[config.mk]
export PLATFORM = sky130hd
export DESIGN_NAME = controller_pipe
export DESIGN_NICKNAME = d
export VERILOG_FILES = /design/src/rtl/controller_pipe_pkg.sv /design/src/rtl/controller_pipe_decode.sv /design/src/rtl/controller_pipe.sv
export SDC_FILE = /design/constraint.sdc
export NUM_CORES = 1
export LEC_CHECK = 0
export BUFFER_PORTS_ARGS = -buffer_cell sky130_fd_sc_hd__buf_4
export CAP_MARGIN = 20
export CORE_MARGIN = 10
export CORE_UTILIZATION = 45
export CTS_BUF_LIST = sky130_fd_sc_hd__clkbuf_16
export CTS_CLUSTER_SIZE = 25
export DETAILED_ROUTE_END_ITERATION = 8
export PLACE_DENSITY = 0.79
export SYNTH_ARGS = -nofsm -noshare
export SYNTH_HDL_FRONTEND = slang
export SYNTH_SLANG_ARGS = --single-unit
[constraint.sdc]
create_clock -name i_clk -period 0.8 [get_ports i_clk]
set_input_delay 0 -clock i_clk [delete_from_list [all_inputs] [get_ports i_clk]]
set_output_delay 0 -clock i_clk [all_outputs]
set_load 0.02 [all_outputs]
[src/rtl/controller_pipe_pkg.sv]
// controller_pipe_pkg: shared opcode/funct constants, control-field encodings
// and the bundled control word passed from the decoder to the output register.
// No ports.

package controller_pipe_pkg;

    // Opcodes, instruction[31:26]
    localparam logic [5:0] OP_RTYPE = 6'b000000;
    localparam logic [5:0] OP_J     = 6'b000010;
    localparam logic [5:0] OP_JAL   = 6'b000011;
    localparam logic [5:0] OP_BEQ   = 6'b000100;
    localparam logic [5:0] OP_BNE   = 6'b000101;
    localparam logic [5:0] OP_ADDI  = 6'b001000;
    localparam logic [5:0] OP_SLTI  = 6'b001010;
    localparam logic [5:0] OP_ANDI  = 6'b001100;
    localparam logic [5:0] OP_ORI   = 6'b001101;
    localparam logic [5:0] OP_XORI  = 6'b001110;
    localparam logic [5:0] OP_LUI   = 6'b001111;
    localparam logic [5:0] OP_LB    = 6'b100000;
    localparam logic [5:0] OP_LH    = 6'b100001;
    localparam logic [5:0] OP_LW    = 6'b100011;
    localparam logic [5:0] OP_LBU   = 6'b100100;
    localparam logic [5:0] OP_LHU   = 6'b100101;
    localparam logic [5:0] OP_LWU   = 6'b100111;
    localparam logic [5:0] OP_SB    = 6'b101000;
    localparam logic [5:0] OP_SH    = 6'b101001;
    localparam logic [5:0] OP_SW    = 6'b101011;

    // Funct codes, instruction[5:0], that change R-type behaviour
    localparam logic [5:0] FN_JR    = 6'b001000;
    localparam logic [5:0] FN_JALR  = 6'b001001;

    typedef enum logic [2:0] {
        AluAdd   = 3'b000,
        AluSub   = 3'b001,
        AluRtype = 3'b010,
        AluAnd   = 3'b011,
        AluOr    = 3'b100,
        AluXor   = 3'b101,
        AluLui   = 3'b110,
        AluSlt   = 3'b111
    } alu_op_e;

    typedef enum logic [1:0] {
        DstRt  = 2'b00,
        DstRd  = 2'b01,
        DstR31 = 2'b10
    } reg_dst_e;

    typedef enum logic [1:0] {
        SelPc4    = 2'b00,
        SelJump   = 2'b01,
        SelRs     = 2'b10
    } sel_addr_e;

    // Size_control: [0] byte, [1] half, [2] word, [3] zero-extend, [4] store
    localparam logic [4:0] SZ_LB  = 5'b00001;
    localparam logic [4:0] SZ_LH  = 5'b00010;
    localparam logic [4:0] SZ_LW  = 5'b00100;
    localparam logic [4:0] SZ_LBU = 5'b01001;
    localparam logic [4:0] SZ_LHU = 5'b01010;
    localparam logic [4:0] SZ_LWU = 5'b01100;
    localparam logic [4:0] SZ_SB  = 5'b10001;
    localparam logic [4:0] SZ_SH  = 5'b10010;
    localparam logic [4:0] SZ_SW  = 5'b10100;

    typedef struct packed {
        logic      reg_write;
        logic      alu_source;
        logic      mem_write;
        logic      mem_read;
        logic      mem_to_reg;
        logic      beq_flag;
        logic      bne_flag;
        logic      jump_flag;
        logic      link_flag;
        alu_op_e   alu_op;
        reg_dst_e  reg_dst;
        sel_addr_e select_addr;
        logic [4:0] size_control;
    } ctrl_t;

endpackage

[src/rtl/controller_pipe_decode.sv]
// controller_pipe_decode: purely combinational main-control decode.
// Ports:
//   opcode  - instruction[31:26]
//   i_funct - instruction[5:0], only consulted for R-type
//   ctrl    - decoded control word; all-zero (NOP) for unrecognised opcodes

module controller_pipe_decode
    import controller_pipe_pkg::*;
#(
    parameter int unsigned FBITS   = 6,
    parameter int unsigned INSBITS = 6
) (
    input  logic [FBITS-1:0]   opcode,
    input  logic [INSBITS-1:0] i_funct,
    output ctrl_t              ctrl
);

    // Encodings are 6 bits wide regardless of how the ports are parameterised
    logic [5:0] op;
    logic [5:0] fn;

    assign op = 6'(opcode);
    assign fn = 6'(i_funct);

    // Shared setup for immediate ALU ops and loads: write rt from ALU/imm
    function automatic ctrl_t imm_write(input alu_op_e alu);
        ctrl_t c;
        c            = '0;
        c.reg_write  = 1'b1;
        c.alu_source = 1'b1;
        c.reg_dst    = DstRt;
        c.alu_op     = alu;
        return c;
    endfunction

    function automatic ctrl_t load(input logic [4:0] size);
        ctrl_t c;
        c              = imm_write(AluAdd);
        c.mem_read     = 1'b1;
        c.mem_to_reg   = 1'b1;
        c.size_control = size;
        return c;
    endfunction

    function automatic ctrl_t store(input logic [4:0] size);
        ctrl_t c;
        c              = '0;
        c.alu_source   = 1'b1;
        c.mem_write    = 1'b1;
        c.alu_op       = AluAdd;
        c.size_control = size;
        return c;
    endfunction

    always_comb begin
        ctrl = '0;
        case (op)
            OP_RTYPE: begin
                case (fn)
                    FN_JR: begin
                        ctrl.jump_flag   = 1'b1;
                        ctrl.select_addr = SelRs;
                    end
                    FN_JALR: begin
                        ctrl.jump_flag   = 1'b1;
                        ctrl.select_addr = SelRs;
                        ctrl.reg_write   = 1'b1;
                        ctrl.reg_dst     = DstRd;
                        ctrl.link_flag   = 1'b1;
                    end
                    default: begin
                        ctrl.reg_write = 1'b1;
                        ctrl.reg_dst   = DstRd;
                        ctrl.alu_op    = AluRtype;
                    end
                endcase
            end
            OP_ADDI: ctrl = imm_write(AluAdd);
            OP_ANDI: ctrl = imm_write(AluAnd);
            OP_ORI:  ctrl = imm_write(AluOr);
            OP_XORI: ctrl = imm_write(AluXor);
            OP_SLTI: ctrl = imm_write(AluSlt);
            OP_LUI:  ctrl = imm_write(AluLui);
            OP_BEQ: begin
                ctrl.alu_op   = AluSub;
                ctrl.beq_flag = 1'b1;
            end
            OP_BNE: begin
                ctrl.alu_op   = AluSub;
                ctrl.bne_flag = 1'b1;
            end
            OP_J: begin
                ctrl.jump_flag   = 1'b1;
                ctrl.select_addr = SelJump;
            end
            OP_JAL: begin
                ctrl.jump_flag   = 1'b1;
                ctrl.select_addr = SelJump;
                ctrl.reg_write   = 1'b1;
                ctrl.reg_dst     = DstR31;
                ctrl.link_flag   = 1'b1;
            end
            OP_LB:  ctrl = load(SZ_LB);
            OP_LH:  ctrl = load(SZ_LH);
            OP_LW:  ctrl = load(SZ_LW);
            OP_LBU: ctrl = load(SZ_LBU);
            OP_LHU: ctrl = load(SZ_LHU);
            OP_LWU: ctrl = load(SZ_LWU);
            OP_SB:  ctrl = store(SZ_SB);
            OP_SH:  ctrl = store(SZ_SH);
            OP_SW:  ctrl = store(SZ_SW);
            default: ctrl = '0;
        endcase
    end

endmodule

[src/rtl/controller_pipe.sv]
// controller_pipe: pipelined main controller. Decodes opcode/funct and
// registers every control output, so outputs follow inputs by one cycle.
// Optional macro CONTROLLER_PIPE_FLUSH_EN adds i_flush, which loads an
// all-zero bubble at the clock edge in preference to the decode.
// Ports:
//   i_clk, i_reset_n      - clock (rising edge), async active-low reset
//   i_flush               - bubble request (only with CONTROLLER_PIPE_FLUSH_EN)
//   opcode, i_funct       - instruction[31:26] and instruction[5:0]
//   Reg_write .. Link_flag, ALU_op, Reg_dst, Select_Addr, Size_control
//                         - registered control outputs

module controller_pipe
    import controller_pipe_pkg::*;
#(
    parameter int unsigned FBITS   = 6,
    parameter int unsigned INSBITS = 6
) (
    input  logic               i_clk,
    input  logic               i_reset_n,
`ifdef CONTROLLER_PIPE_FLUSH_EN
    input  logic               i_flush,
`endif
    input  logic [FBITS-1:0]   opcode,
    input  logic [INSBITS-1:0] i_funct,
    output logic               Reg_write,
    output logic               ALU_source,
    output logic               Mem_write,
    output logic               Mem_read,
    output logic               Mem_to_Reg,
    output logic               BEQ_flag,
    output logic               BNE_flag,
    output logic               Jump_flag,
    output logic               Link_flag,
    output logic [2:0]         ALU_op,
    output logic [1:0]         Reg_dst,
    output logic [1:0]         Select_Addr,
    output logic [4:0]         Size_control
);

    ctrl_t dec_ctrl;
    ctrl_t ctrl_d;
    ctrl_t ctrl_q;

    controller_pipe_decode #(
        .FBITS   (FBITS),
        .INSBITS (INSBITS)
    ) u_decode (
        .opcode  (opcode),
        .i_funct (i_funct),
        .ctrl    (dec_ctrl)
    );

`ifdef CONTROLLER_PIPE_FLUSH_EN
    always_comb begin
        ctrl_d = dec_ctrl;
        if (i_flush) begin
            ctrl_d = '0;
        end
    end
`else
    always_comb begin
        ctrl_d = dec_ctrl;
    end
`endif

    always_ff @(posedge i_clk or negedge i_reset_n) begin
        if (!i_reset_n) begin
            ctrl_q <= '0;
        end else begin
            ctrl_q <= ctrl_d;
        end
    end

    assign Reg_write    = ctrl_q.reg_write;
    assign ALU_source   = ctrl_q.alu_source;
    assign Mem_write    = ctrl_q.mem_write;
    assign Mem_read     = ctrl_q.mem_read;
    assign Mem_to_Reg   = ctrl_q.mem_to_reg;
    assign BEQ_flag     = ctrl_q.beq_flag;
    assign BNE_flag     = ctrl_q.bne_flag;
    assign Jump_flag    = ctrl_q.jump_flag;
    assign Link_flag    = ctrl_q.link_flag;
    assign ALU_op       = ctrl_q.alu_op;
    assign Reg_dst      = ctrl_q.reg_dst;
    assign Select_Addr  = ctrl_q.select_addr;
    assign Size_control = ctrl_q.size_control;

endmodule

; Word-level counts from Yosys, hierarchy flattened
; Index checks and enable logic that the tools add are counted.
[op_classes]
reduce_logical = 8
eq_ne = 21
mux = 16
[ops]
columns = cell, n
row1 = "6-bit == test, second input constant", 9
row2 = "6-bit by 4-bit == test with 1-bit output, second input constant", 8
row3 = 5-bit one-hot mux with 9 select lines, 1
row4 = 3-bit one-hot mux with 7 select lines, 1
row5 = 13-bit OR reduction, 1
row6 = "6-bit by 2-bit == test with 1-bit output, second input constant", 2
row7 = "6-bit by 3-bit == test with 1-bit output, second input constant", 2
row8 = 4-bit one-hot mux with 3 select lines, 1
row9 = 6-bit OR reduction, 2
row10 = 2-bit one-hot mux with 2 select lines, 2
row11 = 6-bit zero test, 1
row12 = 1-bit 2-to-1 mux, 6
row13 = 1-bit one-hot mux with 2 select lines, 3
row14 = 2-bit OR reduction, 3
row15 = 2-bit 2-to-1 mux, 2
row16 = 3-bit OR reduction, 1
[word_totals]
output_inout_bits = 21
in_bits = 14
word_cells = 58
regBits = 21

; Logic depth before layout (Yosys ltp)
[depth]
word_depth = 4
ltp_mapped = 5
mapped_depth_nobuf = 4

; Hierarchy
; From an unflattened synthesis, not the netlist that was laid out.
[unflattened]
cells_unflattened = 75
area_unflattened_um2 = 877.1
[by_module_without_submodules]
columns = module, seq_area_each_um2, n_inst, cells_per_inst, area_each_um2
row1 = controller_pipe, 525.5, 1, 21, 525.5
row2 = controller_pipe_decode, 0.0, 1, 54, 351.6

; Worst setup path before layout
; No wires, ideal clock.
[synth_timing]
path_type = input -> register
from = in i_funct[2]
to = reg ctrl_q, in the netlist Reg_write
setup_time_ns = 0.131
required_ns = 0.669
path_slack_ns = -0.392
path_stages = 4
path_buffers = 0
arrival_time_ns = 1.061
cell_sequence = nand2b_1 > or4_4 > o21ba_1 > or3_1
[synth_rtl]
columns = element, line
row1 = start: declaration, controller_pipe.sv:24  ; input logic [INSBITS-1:0] i_funct,
row2 = end signal: assignment, controller_pipe.sv:70  ; ctrl_q <= ctrl_d;
row3 = end: declaration, controller_pipe.sv:42  ; ctrl_t ctrl_q;

==> run metrics <==
initial drt markers 14; deepest clock path buffer count 2; die height around 62 microns; multi-input logic area 307.8 sq um; Ys Warns 0; FILL cells 115; CP Max Fanout 2; Crit-path slowest cell or4_4; CP cell instances buf_6 -> nand2b_4 -> or4_4 -> o21ba_1 -> or3_1; initial core utilization 47.03%; Post-synth EDFFs 0; FFs w/ async S/R, synth 100.0%; residual DRC count 0; Most used DFF post-synth dfrtp_1; num ports 35; final WL 2.234 mm; vias 712; Placed Instances approximately 150; pwr dens 1762 nW/um^2; syn_area_per_cell 10.83 sq um; gr ovfl total 0; share of cells above drive strength 1 between 40 and 50%; critical path class in -> reg; Max IR drop VDD 1.288 mV; total core area 1727 sq um; H-tree Lvls 1; HPWL after DPL 1.732 mm; Critical Path Max Stage Delay 0.42 ns; Startpoint Class primary input; Avg WL per Cell 14.89 microns; Synth Area in Simple Gates 27.27%; Mapped Nets 89; Routed met3 length 73 microns; Post-Synthesis Cell Area 812.0 sq um; Yosys top cell area share just over 60%; Setup WS post-layout -0.2550 ns; adder-cell share of the synthesized area 0%; Pre-antenna DRT Iters 4; leading area contributor after synthesis dfrtp_1; CTS tree yes; DR vias/cell 4.747; top routing layer used met4; flip-flop and latch area 500.5 sq um; Distinct cells, synth 25; Tmin final 1.055 ns; Peak Freq 0.9479 GHz; most frequent cells in the layout 45 x buf_4, 20 x dfrtp_1, 8 x nor2_1, 8 x nand2_1, 5 x buf_6; Nets 141; first-pass GRT wire length about 3.6 mm; MaxCap Viol Count 0; Final Non-Filler Cells 150; Setup violations, final 5; Final Cycle Share 131.9%; final antenna-violating net count 0; Min Hold Slack about 0.040 ns; sequential fraction of the synthesis area 61.63%; Final Max Tran Viols 0; status finished with violations; Synth Instances 75; Worst Tran Pin Value around 0.33 ns; post-synthesis xor/xnor area fraction about 1.1%; clock slew seen by the registers of the worst setup and hold paths approximately 0.050 ns; DRT met1 WL 852 microns; die area 3904 sq um; clock sink count 20; Critical Path End Type flop; n_diodes 0; RD Place Congestion 0.8009; Worst Path Required slightly above 0.9 ns; largest net degree at the start of global routing 21; mux cell area share after synthesis 0%; antenna violations before repair 0; Rel. slew slack 77.53%; synth top area cells dfrtp_1 62%, nor2_1 4.2%, nand2_1 3.7%, nand2b_1 3.1%, nand3b_1 2.8%; Compound-Gate Fraction of Synth Area 7.242%; CP delay by family, top simple AND/OR/NAND/NOR gates; largest family of logic cells by synthesized area simple AND/OR/NAND/NOR gates; Hold WC Path Type in -> reg; most common cell after layout, fill and taps aside buf_4; vias in the first global route 728; CTS root buffer clkbuf_16; RSZ-0062 raised after global routing true; violated checks negative setup slack; CTS Buf Count 3; Area Overhead vs Synth 64.87%; WP data arrival 1.18 ns; number of synthesized register bits 20; leak pwr approximately 0.7 nW; GRT Overall Usage 11.75%; # port buffers 34; final-report hold violation count 0; die width 62.48 microns; WP buf/inv 1; DR WL met2 approximately 1.3 mm; row cnt 15
[sequential cells by signal, summed over array words and instances (netlist names), 2 cells and up]
name / cells
Reg_dst: 2
Select_Addr: 2
ALU_op: 3
Size_control: 5
[stage by stage]
| stage | total power [mW] | util (%) | area, sq um | setup TNS, ns | setup WS, ns |
|---|---|---|---|---|---|
| detailed placement | 1.400 | 70.43 | 1216 | -2.101 | -0.5276 |
| global placement | 1.391 | 70.43 | 1216 | -1.891 | -0.4908 |
| floorplan | 1.194 | - | 819.5 | -0.6083 | -0.3876 |
| finish | 2.358 | 77.54 | 1339 | -0.7493 | -0.2550 |
| CTS | 2.377 | 76.16 | 1315 | -0.4062 | -0.2612 |
| global route | 2.458 | 77.54 | 1339 | -0.9419 | -0.2785 |
[cell families (layout without fill, tap and decap cells)]
kind of cell,count (synthesis),in the layout
buffers and inverters,5,55
xor gates and xnor gates,1,1
AOI/OAI and AO/OA,9,9
and+or+nand+nor,40,40
DFF,20,20
[cells in the mapped netlist (2+ instances only)]
cell	count
a21oi_1	2
and2_1	2
clkbuf_1	4
dfrtp_1	20
nand2_1	8
nand2b_1	4
nand3b_1	3
nor2_1	9
nor2b_1	2
nor3_1	3
nor3b_1	3
o21ai_1	2
[power breakdown]
group | switching [mW] | total [mW] | internal (mW)
combinational | 0.174 | 0.354 | 0.180
clock | 0.302 | 0.958 | 0.656
sequential | 0.00827 | 1.05 | 1.04
total | 0.484 | 2.36 | 1.87
[area by class of cell]
| type | instances | share of cell area, % |
|---|---|---|
| Multi-Input combinational cell | 50 | 22.99 |
| Timing Repair Buffer | 52 | 31.68 |
| Sequential cell | 20 | 37.38 |
| Clock buffer | 3 | 5.607 |
| Tap cell | 25 | 2.336 |
[metal layers]
metal  global-route usage (%)  vias up
li1                         -      353
met1                    11.83      339
met3                    1.792        2
met2                    21.79       18
met5                        0        -
met4                    7.542        0
[timing repair]
| item | CTS | global route |
|---|---|---|
| setup buffers | 0 | 1 |
| endpoints found under the setup margin | 4 | 6 |
| hold buffers | 1 | 0 |
| pin swaps | 4 | 3 |
| hold endpoints to repair | 20 | 0 |
| gates resized for setup | 4 | 4 |
[worst paths after layout]
check / startpoint / end / slack, ns / depth (start not counted)
setup / recovery: i_funct[2] / Reg_write / -0.25 / 5
hold / removal: i_funct[0] / Reg_dst[0] / 0.04 / 2
max in group asynchronous: i_reset_n / ALU_op[0] / 0.43 / 2
min in group asynchronous: i_reset_n / Size_control[4] / 0.17 / 2
(Power assumes the default switching activity.)
